<file path="src/rtl/counter_scan_ctrl.sv">
// rtl/counter_scan_ctrl.sv - 2-D inner/outer step-counter scan sequencer with valid/ready beat output
//
// Purpose: on start_i, checks and latches inner/outer loop bounds, then emits one
// (inner, outer) coordinate pair per beat over a valid/ready handshake, inner loop
// fastest. Pulses done_o one cycle after the final handshake.
//
// Ports:
//   clk_i, rst_i             clock, asynchronous active-high reset
//   start_i                  scan request (sampled only in IDLE)
//   abort_i                  synchronous abort back to IDLE, no done_o
//   inner_start/end/step_i   inner loop config (end inclusive)
//   outer_start/end/step_i   outer loop config (end inclusive)
//   ready_i                  downstream accepts current beat
//   valid_o, inner_o, outer_o, last_o   beat outputs
//   busy_o                   scan in progress (RUN)
//   done_o                   one-cycle completion pulse
//   cfg_err_o                sticky flag for the last rejected start_i

module counter_scan_ctrl #(
  parameter int Bits = 8
) (
  input  logic            clk_i,
  input  logic            rst_i,
  input  logic            start_i,
  input  logic            abort_i,
  input  logic [Bits-1:0] inner_start_i,
  input  logic [Bits-1:0] inner_end_i,
  input  logic [Bits-1:0] inner_step_i,
  input  logic [Bits-1:0] outer_start_i,
  input  logic [Bits-1:0] outer_end_i,
  input  logic [Bits-1:0] outer_step_i,
  input  logic            ready_i,
  output logic            valid_o,
  output logic [Bits-1:0] inner_o,
  output logic [Bits-1:0] outer_o,
  output logic            last_o,
  output logic            busy_o,
  output logic            done_o,
  output logic            cfg_err_o
);

  typedef enum logic [1:0] {
    S_IDLE = 2'd0,
    S_RUN  = 2'd1,
    S_DONE = 2'd2
  } state_e;

  state_e          state_q, state_d;
  logic [Bits-1:0] inner_q, inner_d;
  logic [Bits-1:0] outer_q, outer_d;
  logic [Bits-1:0] istart_q, istart_d;
  logic [Bits-1:0] iend_q, iend_d;
  logic [Bits-1:0] istep_q, istep_d;
  logic [Bits-1:0] oend_q, oend_d;
  logic [Bits-1:0] ostep_q, ostep_d;
  logic            cfg_err_q, cfg_err_d;

  logic            cfg_ok;
  logic [Bits:0]   inner_sum, outer_sum;
  logic            inner_wrap, outer_wrap;
  logic            run, hs;

  assign cfg_ok = (inner_end_i >= inner_start_i) && (inner_step_i != '0) &&
                  (outer_end_i >= outer_start_i) && (outer_step_i != '0);

  // One extra bit so a sum past the top of the range is never mistaken for a small value.
  assign inner_sum  = {1'b0, inner_q} + {1'b0, istep_q};
  assign outer_sum  = {1'b0, outer_q} + {1'b0, ostep_q};
  assign inner_wrap = inner_sum > {1'b0, iend_q};
  assign outer_wrap = outer_sum > {1'b0, oend_q};

  assign run = (state_q == S_RUN);
  assign hs  = run & ready_i;

  // State register
  always_ff @(posedge clk_i or posedge rst_i) begin
    if (rst_i) begin
      state_q   <= S_IDLE;
      inner_q   <= '0;
      outer_q   <= '0;
      istart_q  <= '0;
      iend_q    <= '0;
      istep_q   <= '0;
      oend_q    <= '0;
      ostep_q   <= '0;
      cfg_err_q <= 1'b0;
    end else begin
      state_q   <= state_d;
      inner_q   <= inner_d;
      outer_q   <= outer_d;
      istart_q  <= istart_d;
      iend_q    <= iend_d;
      istep_q   <= istep_d;
      oend_q    <= oend_d;
      ostep_q   <= ostep_d;
      cfg_err_q <= cfg_err_d;
    end
  end

  // Next-state logic. outer_start only seeds outer_q, so it needs no storage of its own.
  always_comb begin
    state_d   = state_q;
    inner_d   = inner_q;
    outer_d   = outer_q;
    istart_d  = istart_q;
    iend_d    = iend_q;
    istep_d   = istep_q;
    oend_d    = oend_q;
    ostep_d   = ostep_q;
    cfg_err_d = cfg_err_q;
    unique case (state_q)
      S_IDLE: begin
        if (start_i) begin
          if (cfg_ok) begin
            state_d   = S_RUN;
            cfg_err_d = 1'b0;
            inner_d   = inner_start_i;
            outer_d   = outer_start_i;
            istart_d  = inner_start_i;
            iend_d    = inner_end_i;
            istep_d   = inner_step_i;
            oend_d    = outer_end_i;
            ostep_d   = outer_step_i;
          end else begin
            cfg_err_d = 1'b1;
          end
        end
      end
      S_RUN: begin
        if (abort_i) begin
          state_d = S_IDLE;
        end else if (hs) begin
          if (!inner_wrap) begin
            inner_d = inner_sum[Bits-1:0];
          end else if (!outer_wrap) begin
            inner_d = istart_q;
            outer_d = outer_sum[Bits-1:0];
          end else begin
            state_d = S_DONE;
          end
        end
      end
      S_DONE:  state_d = S_IDLE;
      default: state_d = S_IDLE;
    endcase
  end

  // Outputs decode registered state only; no input reaches an output combinationally.
  always_comb begin
    valid_o   = run;
    busy_o    = run;
    done_o    = (state_q == S_DONE);
    last_o    = run & inner_wrap & outer_wrap;
    inner_o   = inner_q;
    outer_o   = outer_q;
    cfg_err_o = cfg_err_q;
  end

endmodule
</file>
<file path="config.mk">
export PLATFORM = sky130hd
export DESIGN_NAME = counter_scan_ctrl
export DESIGN_NICKNAME = d
export VERILOG_FILES = /design/src/rtl/counter_scan_ctrl.sv
export SDC_FILE = /design/constraint.sdc
export NUM_CORES = 1
export LEC_CHECK = 0
export BUFFER_PORTS_ARGS = -buffer_cell sky130_fd_sc_hd__buf_2
export CAP_MARGIN = 20
export CELL_PAD_IN_SITES_DETAIL_PLACEMENT = 0
export CELL_PAD_IN_SITES_GLOBAL_PLACEMENT = 1
export CORE_ASPECT_RATIO = 1.2
export CORE_UTILIZATION = 30
export CTS_CLUSTER_DIAMETER = 200
export DETAILED_ROUTE_END_ITERATION = 7
export GPL_TIMING_DRIVEN = 1
export PLACE_DENSITY_LB_ADDON = 0.1
export SETUP_SLACK_MARGIN = 0.2
export SKIP_LAST_GASP = 1
export SYNTH_ARGS = -nofsm -noshare
export SYNTH_HDL_FRONTEND = slang
export SYNTH_SLANG_ARGS = --single-unit
</file>
<file path="constraint.sdc">
create_clock -name clk_i -period 11.6 [get_ports clk_i]
set_input_delay 3.48 -clock clk_i [delete_from_list [all_inputs] [get_ports clk_i]]
set_output_delay 3.48 -clock clk_i [all_outputs]
set_load 0.05 [all_outputs]
</file>
== Yosys cells after proc, flatten, opt, wreduce, memory -nomap -nowiden ==
Cells that the tools add are included.
Cells by class
  add/sub/neg operators: 2
  $lt $le $gt $ge: 4
  equality and inequality tests: 12
  mux-type cells: 22
  bitwise gates (word level): 3
  reduce and logical (&&, ||, !) cells: 12
Operators with widths (number)
  two-way mux 8 bit: 12
  one-hot mux 8 bit (2 select lines): 2
  adder 8 x 8 -> 9 bit: 2
  greater-than comparator 9 x 8 -> 1 bit: 2
  greater-or-equal comparator 8 bit: 2
  nonzero test 8 bit: 2
  two-way mux 2 bit: 6
  inequality test 2 bit, second input constant: 5
  inequality test 3 bit, second input constant: 3
  AND reduction 7 bit: 1
  AND reduction 6 bit: 1
  AND reduction 5 bit: 1
  one-hot mux 2 bit (2 select lines): 1
  bitwise AND 1 bit: 3
  logical AND 1 bit: 3
  inequality test 3 x 2 -> 1 bit, second input constant: 1
  AND reduction 3 bit: 1
  == test 2 x 1 -> 1 bit, second input constant: 1
  == test 2 bit, second input constant: 1
  logical NOT 2 bit: 1
  inequality test 2 x 1 -> 1 bit, second input constant: 1
  AND reduction 2 bit: 1
  nonzero test 2 bit: 1
  two-way mux 1 bit: 1
Storage, ports and cells
  register bits after elaboration: 59
  input bits: 53
  output and inout port bits: 21
  logic and storage cells: 64

== Depth between registers and ports, before layout ==
  depth after elaboration: 7
  mapped depth: 15
  mapped depth without buffers: 15

== Worst setup path before layout ==
No wires, ideal clock.
  kind: register -> output
  start: register outer_q[0] (netlist: outer_o[0])
  end: output port last_o
  arrival time: 3.583 ns
  data required time: 8.120 ns
  path slack: 4.537 ns
  stages on the path, launching flop included: 15
  buffers on the path: 0
  cell sequence: dfrtp_1 > ha_1 > fa_1 > a211oi_1 > nor2_1 > o21a_1 > nor2_1 > xnor2_1 > ha_1 > nand4_1 > a21oi_1 > nor4_1 > o311ai_0 > nand3_1 > inv_1
On the way
  longest elaborated chain between the ends: 3
RTL lines
  start: declaration: RTL line 50  | logic [Bits-1:0] outer_q, outer_d;
  start signal: assignment: RTL line 90  | outer_q <= outer_d;
  adder 8 x 8 -> 9 bit: RTL line 68  | assign outer_sum = {1'b0, outer_q} + {1'b0, ostep_q};
  greater-than comparator 9 x 8 -> 1 bit: RTL line 70  | assign outer_wrap = outer_sum > {1'b0, oend_q};
  bitwise AND 1 bit: RTL line 153  | last_o = run & inner_wrap & outer_wrap;
  end: declaration: RTL line 36  | output logic last_o,
Every way passes these cells.

== Worst setup path after layout ==
Same ends and word-level chain as after synthesis.

==> impl_metrics.env <==
export IMPL_overflow=0
export IMPL_fp_coreArea_um2=12300
export IMPL_drive_above_1_share=0.275
export IMPL_final_area_um2=4690
export IMPL_die_area_um2=13300
export IMPL_power_density_nw_per_um2=370
export IMPL_start_util=0.313
export IMPL_multi_input_area_um2=2170
export IMPL_die_w_um=105
export IMPL_area_delta_synth_final_pct=22.0
export IMPL_cts_root_buf="clkbuf_16"
export IMPL_synth_cell_types=46
export IMPL_cts_tree="yes"
export IMPL_cp_end_kind="output port"
export IMPL_antenna_found_initial=2
export IMPL_peakVddDrop_mv=0.155
export IMPL_setup_viol=0
export IMPL_grt_usage=0.170
export IMPL_p_seq_frac=0.212
export IMPL_critPathKind="reg2out"
export IMPL_vias=3082
export IMPL_period_share=0.662
export IMPL_synth_nets=488
export IMPL_async_reset_ff_frac=1.00
export IMPL_clockPowerShare=0.165
export IMPL_clkLatencyLatePin_ns=0.34
export IMPL_layout_min_cycle_time_ns=7.68
export IMPL_critPathRequiredTime_ns=8.12
export IMPL_startpoint_type="flop"
export IMPL_yosysSeqAreaShare=0.384
export IMPL_ant_nets=0
export IMPL_regArea_um2=1480
export IMPL_dpl_cell_area_um2=4380
export IMPL_cts_buffers=9
export IMPL_portBuffers=73
export IMPL_tns_ns=0
export IMPL_maxCapViolCount=0
export IMPL_die_height_um=126
export IMPL_syn_mean_instance_area_um2=9.99
export IMPL_pwr_share_comb=0.624
export IMPL_rows=44
export IMPL_drt_iter0_markers=55
export IMPL_p_int_mw=0.944
export IMPL_tightest_slew_ns=0.882
export IMPL_dr_pass1_iters=4
export IMPL_swShare=0.456
export IMPL_grt_pass1_vias=3178
export IMPL_cts_hold_buf=0
export IMPL_cts_setup_buffers=0
export IMPL_gp_routability_congestion=0.851
export IMPL_place_hpwl_mm=8.11
export IMPL_io_pins=74
export IMPL_h_tree_depth=3
export IMPL_vias_per_cell=4.90
export IMPL_p_leak_nw=2.28
export IMPL_drc=0
export IMPL_fin_nets=564
export IMPL_hold_violations=0
export IMPL_grt_max_degree=67
export IMPL_synth_edf_count=0
export IMPL_cts_max_path_buffers=2
export IMPL_cts_sinks=59
export IMPL_clock_skew_ns=0.00828
export IMPL_num_fill_cells=1244
export IMPL_relSlewSlack=0.405
export IMPL_maxSlewViolCount=0
export IMPL_clk_pin_slew_worst_paths_ns=0.06
export IMPL_synthFlopType="dfrtp_1"
export IMPL_syn_inst=385
export IMPL_min_path_type="reg2reg"
export IMPL_synth_area_um2=3850
export IMPL_status="finished, final reports clean"
export IMPL_ys_warn_count=0
export IMPL_wl_per_cell_um=16.7
export IMPL_p_sw_mw=0.792
export IMPL_cts_resized=0
export IMPL_rsz0062_at_grt="no"
export IMPL_max_freq_ghz=0.130
export IMPL_grt_pass1_wl_mm=16.7
export IMPL_cp_arrival_ns=4.20
export IMPL_ys_ff_latch=59
export IMPL_path_max_fanout=5
export IMPL_drt_wl_total_mm=10.5
[flip-flops by register name, indices dropped and copies added, names as in the netlist]
name,count
inner_o,8
cfg_err_o,1
oend_q,8
state_q,2
istart_q,8
ostep_q,8
istep_q,8
iend_q,8
outer_o,8
[cell usage in the layout (no fill, tap or decap), types with 2 or more instances in the layout]
| master | netlist | routed |
|---|---|---|
| a21o_1 | 4 | 4 |
| clkbuf_16 | 0 | 9 |
| dfrtp_1 | 59 | 59 |
| o211ai_1 | 4 | 4 |
| mux2i_1 | 5 | 5 |
| nor3b_1 | 3 | 3 |
| nor4_1 | 5 | 5 |
| xnor2_1 | 9 | 9 |
| inv_1 | 39 | 38 |
| o21a_1 | 3 | 3 |
| a221o_1 | 10 | 10 |
| bufinv_16 | 0 | 2 |
| mux2_2 | 33 | 33 |
| nand3_1 | 9 | 9 |
| a211oi_1 | 3 | 3 |
| nand2b_1 | 3 | 3 |
| nor2_1 | 22 | 22 |
| and3_1 | 3 | 3 |
| o21bai_1 | 2 | 2 |
| buf_4 | 1 | 2 |
| nor2b_1 | 6 | 6 |
| ha_1 | 48 | 48 |
| xor2_1 | 2 | 2 |
| diode_2 | 0 | 2 |
| nand3b_1 | 2 | 2 |
| clkbuf_1 | 2 | 2 |
| o21ai_0 | 31 | 31 |
| nor3_1 | 7 | 6 |
| nand2_1 | 28 | 28 |
| clkinv_2 | 0 | 2 |
| a21oi_1 | 18 | 18 |
| buf_2 | 5 | 73 |
| fa_1 | 2 | 2 |
[path summary, 6_finish.rpt]
kind / end / from / slack (ns) / cells after the start
max in group asynchronous: oend_q[7] / rst_i / 7.73 / 3
min in group asynchronous: inner_o[0] / rst_i / 3.37 / 3
worst min-delay path: cfg_err_o / cfg_err_o / 0.50 / 2
worst min register to register: cfg_err_o / cfg_err_o / 0.50 / 2
worst max register to register: inner_o[1] / outer_o[0] / 7.32 / 15
worst max-delay path: last_o / outer_o[0] / 3.92 / 15
[layout make-up]
cell class,instances,area share
clock inverters,5,0.0165
diodes,2,0.00107
repair buffers,75,0.0810
inverters,40,0.0320
clock buffers,11,0.0496
well taps,161,0.0429
multi-input cells,276,0.462
flip-flops and latches,59,0.315
[cells in the mapped netlist (6+ instances only)]
cell type	instances	area share
o21ai_0	31	0.040
nand3_1	9	0.012
mux2_2	33	0.097
xnor2_1	9	0.020
nor2b_1	6	0.0098
nand2_1	28	0.027
nor3_1	7	0.0091
nor2_1	22	0.021
dfrtp_1	59	0.38
a221o_1	10	0.026
ha_1	48	0.16
inv_1	39	0.038
a21oi_1	18	0.023
[power by group through the flow]
stage	Combinational (mW)	Clock [mW]	Sequential, mW
finish	1.08	0.286	0.367
global route	1.21	0.302	0.382
CTS	1.09	0.292	0.370
detailed placement	1.09	0	0.373
global placement	1.07	0	0.371
floorplan	0.763	0	0.447
[stage by stage]
stage | setup slack, ns | hold slack, ns | total power [mW] | util | instances
floorplan | 4.54 | 0.475 | 1.21 | - | 385
global placement | 4.49 | 0.490 | 1.45 | 0.357 | 611
detailed placement | 4.30 | 0.492 | 1.46 | 0.357 | 611
CTS | 3.89 | 0.504 | 1.76 | 0.382 | 627
global route | 3.50 | 0.514 | 1.89 | 0.382 | 627
finish | 3.92 | 0.497 | 1.74 | 0.382 | 629
[kinds of logic (layout without fill, tap and decap cells)]
family / after synthesis / count (layout) / synth area share
AND/OR/NAND/NOR: 93 / 93 / 0.117
other: 0 / 2 / 0
XOR/XNOR: 11 / 11 / 0.0251
adder cells (fa/ha/maj): 50 / 50 / 0.167
flip-flops: 59 / 59 / 0.384
AO/OA/AOI/OAI: 84 / 84 / 0.145
multiplexers: 38 / 38 / 0.110
buffers and inverters: 50 / 131 / 0.0533
[per-layer routing]
| metal | GRT usage | share of wire | wire [µm] |
|---|---|---|---|
| met5 | 0 | 0 | 0 |
| met4 | 0.0878 | 0.033 | 346 |
| met1 | 0.189 | 0.41 | 4340 |
| met3 | 0.0378 | 0.041 | 435 |
| met2 | 0.301 | 0.51 | 5410 |
[critical path: stages (launching register included)]
cell and delay (ns):
dfrtp_1 0.39, ha_1 0.24, fa_1 0.44, a211oi_1 0.23, nor2_1 0.12, o21a_1 0.18
nor2_1 0.11, xnor2_1 0.09, ha_1 0.29, nand4_1 0.12, a21oi_1 0.14, nor4_1 0.06
o311ai_0 0.73, nand3_1 0.29, inv_1 0.15, buf_2 0.28
Power figures use the tool's default switching activity.
